[src/rtl/fht_but_r2.sv]
// fht_but_r2: radix-2 "two-dot" butterfly for the fast Hartley transform.
// Stage 1 forms p = cos*x1 + sin*x2 exactly. Stage 2 adds and subtracts p
// against x0 (supplied one cycle later), then halves with round-half-up.
// Optional build macro FHT_BUT_SAT_EN: clamp out-of-range results instead
// of wrapping them to D_BIT bits.
module fht_but_r2 #(
  parameter int D_BIT = 17,
  parameter int W_BIT = 12
) (
  input  logic                    iCLK,
  input  logic                    iRESET,
  input  logic signed [D_BIT-1:0] iX_0,
  input  logic signed [D_BIT-1:0] iX_1,
  input  logic signed [D_BIT-1:0] iX_2,
  input  logic signed [W_BIT-1:0] iSIN,
  input  logic signed [W_BIT-1:0] iCOS,
  output logic signed [D_BIT-1:0] oY_0,
  output logic signed [D_BIT-1:0] oY_1
);

  localparam int MW = D_BIT + W_BIT;
  localparam int PW = MW + 1;
  localparam int AW = MW + 2;

  // Adding half of 2^W_BIT before the arithmetic shift gives round-half-up.
  localparam logic signed [AW-1:0] ROUND_HALF =
    {{(AW-W_BIT){1'b0}}, 1'b1, {(W_BIT-1){1'b0}}};

`ifdef FHT_BUT_SAT_EN
  localparam logic signed [AW-1:0] Y_MAX = {{(AW-D_BIT+1){1'b0}}, {(D_BIT-1){1'b1}}};
  localparam logic signed [AW-1:0] Y_MIN = {{(AW-D_BIT+1){1'b1}}, {(D_BIT-1){1'b0}}};

  function automatic logic signed [D_BIT-1:0] narrow(input logic signed [AW-1:0] v);
    if (v > Y_MAX) begin
      narrow = Y_MAX[D_BIT-1:0];
    end else if (v < Y_MIN) begin
      narrow = Y_MIN[D_BIT-1:0];
    end else begin
      narrow = v[D_BIT-1:0];
    end
  endfunction
`endif

  logic signed [MW-1:0]    prodCos;
  logic signed [MW-1:0]    prodSin;
  logic signed [PW-1:0]    p_d;
  logic signed [PW-1:0]    p_q;
  logic signed [AW-1:0]    x0Ext;
  logic signed [AW-1:0]    pExt;
  logic signed [AW-1:0]    sum0;
  logic signed [AW-1:0]    sum1;
  logic signed [D_BIT-1:0] y0_d;
  logic signed [D_BIT-1:0] y1_d;
  logic signed [D_BIT-1:0] y0_q;
  logic signed [D_BIT-1:0] y1_q;

  // Stage 1: full-precision rotation products and their sum, no truncation.
  always_comb begin
    prodCos = $signed({{W_BIT{iX_1[D_BIT-1]}}, iX_1}) *
              $signed({{D_BIT{iCOS[W_BIT-1]}}, iCOS});
    prodSin = $signed({{W_BIT{iX_2[D_BIT-1]}}, iX_2}) *
              $signed({{D_BIT{iSIN[W_BIT-1]}}, iSIN});
    p_d     = $signed({prodCos[MW-1], prodCos}) + $signed({prodSin[MW-1], prodSin});
  end

  // Stage 1 register holding the exact rotated term.
  always_ff @(posedge iCLK or negedge iRESET) begin
    if (!iRESET) begin
      p_q <= '0;
    end else begin
      p_q <= p_d;
    end
  end

  // Stage 2: align x0 to p's scale, add/subtract, round and narrow.
  always_comb begin
    x0Ext = $signed({{3{iX_0[D_BIT-1]}}, iX_0, {(W_BIT-1){1'b0}}});
    pExt  = $signed({p_q[PW-1], p_q});
    sum0  = x0Ext + pExt + ROUND_HALF;
    sum1  = x0Ext - pExt + ROUND_HALF;
`ifdef FHT_BUT_SAT_EN
    y0_d  = narrow(sum0 >>> W_BIT);
    y1_d  = narrow(sum1 >>> W_BIT);
`else
    y0_d  = D_BIT'(sum0 >>> W_BIT);
    y1_d  = D_BIT'(sum1 >>> W_BIT);
`endif
  end

  // Output registers for the sum and difference results.
  always_ff @(posedge iCLK or negedge iRESET) begin
    if (!iRESET) begin
      y0_q <= '0;
      y1_q <= '0;
    end else begin
      y0_q <= y0_d;
      y1_q <= y1_d;
    end
  end

  assign oY_0 = y0_q;
  assign oY_1 = y1_q;

endmodule

[config.mk]
export PLATFORM = sky130hd
export DESIGN_NAME = fht_but_r2
export DESIGN_NICKNAME = d
export VERILOG_FILES = /design/src/rtl/fht_but_r2.sv
export SDC_FILE = /design/constraint.sdc
export NUM_CORES = 1
export LEC_CHECK = 0
export BUFFER_PORTS_ARGS = -buffer_cell sky130_fd_sc_hd__buf_2
export CAP_MARGIN = 20
export CORE_MARGIN = 2
export CORE_UTILIZATION = 50
export CTS_CLUSTER_DIAMETER = 80
export CTS_CLUSTER_SIZE = 24
export DETAILED_ROUTE_END_ITERATION = 8
export PLACE_DENSITY = 0.71
export SLEW_MARGIN = 10
export SYNTH_ARGS = -nofsm -noshare
export SYNTH_HDL_FRONTEND = slang
export SYNTH_SLANG_ARGS = --single-unit
[constraint.sdc]
create_clock -name iCLK -period 2.8 [get_ports iCLK]
set_input_delay 0.42 -clock iCLK [delete_from_list [all_inputs] [get_ports iCLK]]
set_output_delay 0.42 -clock iCLK [all_outputs]
set_load 0.01 [all_outputs]
==> impl_metrics.yaml <==
synthesis:
  synth_xor_area_frac: 0.0363
  synth.avg_cell_area_um2: 9.55
  synthSimpleGateAreaFrac: 0.134
  synthesis.area_um2: 18100
  muxShareOfSynthArea: 0
  synth_top_family_by_area: "adder cells"
  synth-adder-area-share: 0.581
  synth_area_leaders: "fa_1, ha_1, inv_1"
  yosysTopAreaCellShare: 0.467
  netlist_instances: 1898
  yosysUniqueCellTypes: 50
  synth-seq-cells: 63
  yosysMostFrequentCell: "inv_1"
  async_flop_share: 1.00
  yosysWarnings: 0
  synth_compound_area_frac: 0.0456
  synth_edf_count: 0
  ys_seq_area_frac: 0.0870
  synth_commonest_cells: "inv_1, fa_1, nand2_1, and2_1, ha_1"
  syn_nets: 2562
  synth_flop_cell: "dfrtp_1"
  yosysTopAreaCell: "fa_1"
clock_network:
  clock-sinks: 63
  clk_latency_ns: 0.33
  clockBufferDepth: 2
  cts_tree: "yes"
  postCtsHoldBufs: 0
  htree_levels: 3
  cts_root_buf: "clkbuf_16"
  numCtsBuffers: 9
  clkTransAtPathRegs_ns: 0.06
cells_and_area:
  area_growth_pct: 27.2
  stdcell_count: 2694
  utilization: 0.646
  nNetsFinal: 2891
  layout-drive-gt1-share: 0.289
placed_design:
  pre_cts_ws_ns: -3.68
  hpwlAfterDp_mm: 39.7
  dp.cells: 2633
  gp_congestion: 0.918
  portBuffers: 110
die:
  io-pin-count: 111
  start_util: 0.508
  placementRows: 69
  fp.dieW_um: 194
  coreArea_um2: 35700
  dieArea_um2: 37800
  die_h_um: 194
setup_path:
  crit_path_end_kind: "flip-flop"
  cp.required_ns: 3.05
  worst_setup_path_start_kind: "input pin"
  cp_slowest_cell: "fa_2"
  crit_path_frequent_cell: "fa_1"
  critPathMaxFanout: 7
  slowest_delay_ns: 0.60
  crit_type: "in2reg"
  crit_chain: "buf_2 -> buf_4 -> and2_1 -> fa_1 -> fa_1 -> fa_1 -> fa_2 -> fa_2 -> fa_1 -> inv_1 -> fa_1 -> inv_1 -> ha_1 -> buf_4 -> a21o_1 -> a21oi_1 -> nand2_1 -> buf_4 -> a21o_1 -> a21oi_2 -> o21bai_1 -> a21oi_2 -> xnor2_1"
  arrival_ns: 6.28
global_route:
  grt_pass1_vias: 14800
  gr-total-overflow: 0
  antenna_found_initial: 0
  grt_util_all_layers: 0.251
  grt_pass1_wl_mm: 75.0
  grt_max_degree: 29
sta:
  slew_violations: 0
  max-slew-margin-rel: 0.596
  setup_viol: 26
  worst_slew_pin_slew_ns: 0.606
  clock.fmax_ghz: 0.166
  setup_slack_ns: -3.23
  finalHoldViolCount: 0
  skew_ns: 0.00626
  hold_slack_ns: 0.0945
  fin_crit_sh: 2.15
  min_period_ns: 6.03
  rsz0062_at_grt: "true"
detailed_routing:
  drc: 26
  ant_nets: 0
  initialDrtViolationCount: 795
  routed_via_density: 5.04
  avgRoutedWirePerCell_um: 17.1
  first_pass_iters: 8
  vias: 13600
  routed_wl_mm: 46.1
status:
  status: "finished, violations left"
  violations: "design-rule violations, negative setup slack"
run:
  maxCapViolations: 0
min_path:
  hold_path_class: "in2async"
critical path: cells and delay by family:
kind	cells	cell delay, ns
xor gates and xnor gates	1	0.13
adders and majority gates	8	3.74
and+or+nand+nor	2	0.30
buffers and inverters	6	0.74
AOI/OAI and AO/OA	6	0.96
cells in the final DEF (no fill, tap or decap), types with 13 or more instances in the layout:
| cell | n |
|---|---|
| inv_1 | 448 |
| fa_1 | 391 |
| buf_4 | 222 |
| nand2_1 | 200 |
| and2_1 | 142 |
| ha_1 | 125 |
| buf_6 | 75 |
| buf_2 | 65 |
| dfrtp_1 | 63 |
| xnor2_1 | 51 |
| inv_2 | 45 |
| and2_4 | 36 |
| ha_4 | 36 |
| nor2_1 | 32 |
| fa_2 | 32 |
| a21oi_1 | 25 |
| a21oi_2 | 21 |
| nand2b_1 | 18 |
| xor2_1 | 17 |
| buf_8 | 13 |
layout make-up:
type                            count  area [um^2]
Multi-Input combinational cell   1271        15500
Fill cell                        2733        12600
Antenna cell                        1         2.50
Inverter                          498         1880
Timing Repair Buffer              384         3170
Clock buffer                       10          239
Tap cell                          461          577
Sequential cell                    63         1580
Clock inverter                      6         70.1
logic make-up after synthesis:
group | Yosys count
AND/OR/NAND/NOR | 485
flip-flops | 63
AO/OA/AOI/OAI | 124
XOR/XNOR | 75
buffers and inverters | 564
adder cells (fa/ha/maj) | 587
metal layers:
layer / GRT usage / up-vias / wire length (um)
met1: 0.338 / 6864 / 19500
met2: 0.426 / 445 / 22400
met5: 0 / - / 0
met3: 0.0373 / 81 / 2940
met4: 0.0681 / 0 / 1270
li1: - / 6176 / -
what timing repair did:
| item | CTS | global route |
|---|---|---|
| gates cloned | 1 | 0 |
| endpoints found under the setup margin | 36 | 38 |
| resized for setup | 213 | 137 |
| pin swaps | 160 | 125 |
| setup buffers | 31 | 20 |
sequential cells by signal (all words and copies together), names as in the netlist:
register	cells
oY_0	17
oY_1	17
p_q	29
per-stage QoR:
step | instance area [um^2] | TNS [ns]
after floorplan | 18800 | -63.83
after global placement | 21100 | -77.72
after detailed placement | 21100 | -80.32
after CTS | 22400 | -65.54
after global routing | 23000 | -70.55
final | 23000 | -67.29
final timing paths:
| path | startpoint | endpoint | slack, ns | cells after the start |
|---|---|---|---|---|
| worst max-delay path | iSIN[9] | p_q[18] | -3.23 | 23 |
| worst max register to register | p_q[12] | oY_0[15] | 0.09 | 13 |
| max in group asynchronous | iRESET | oY_1[14] | 2.02 | 2 |
| worst min-delay path | iRESET | oY_1[2] | 0.09 | 1 |
| worst min register to register | p_q[6] | oY_1[0] | 0.58 | 3 |
| min in group iCLK | p_q[6] | oY_1[0] | 0.58 | 3 |
Power is left out: the tool's default activity adds up to more than one toggle a clock period on the data nets, which glitch-free logic cannot reach.
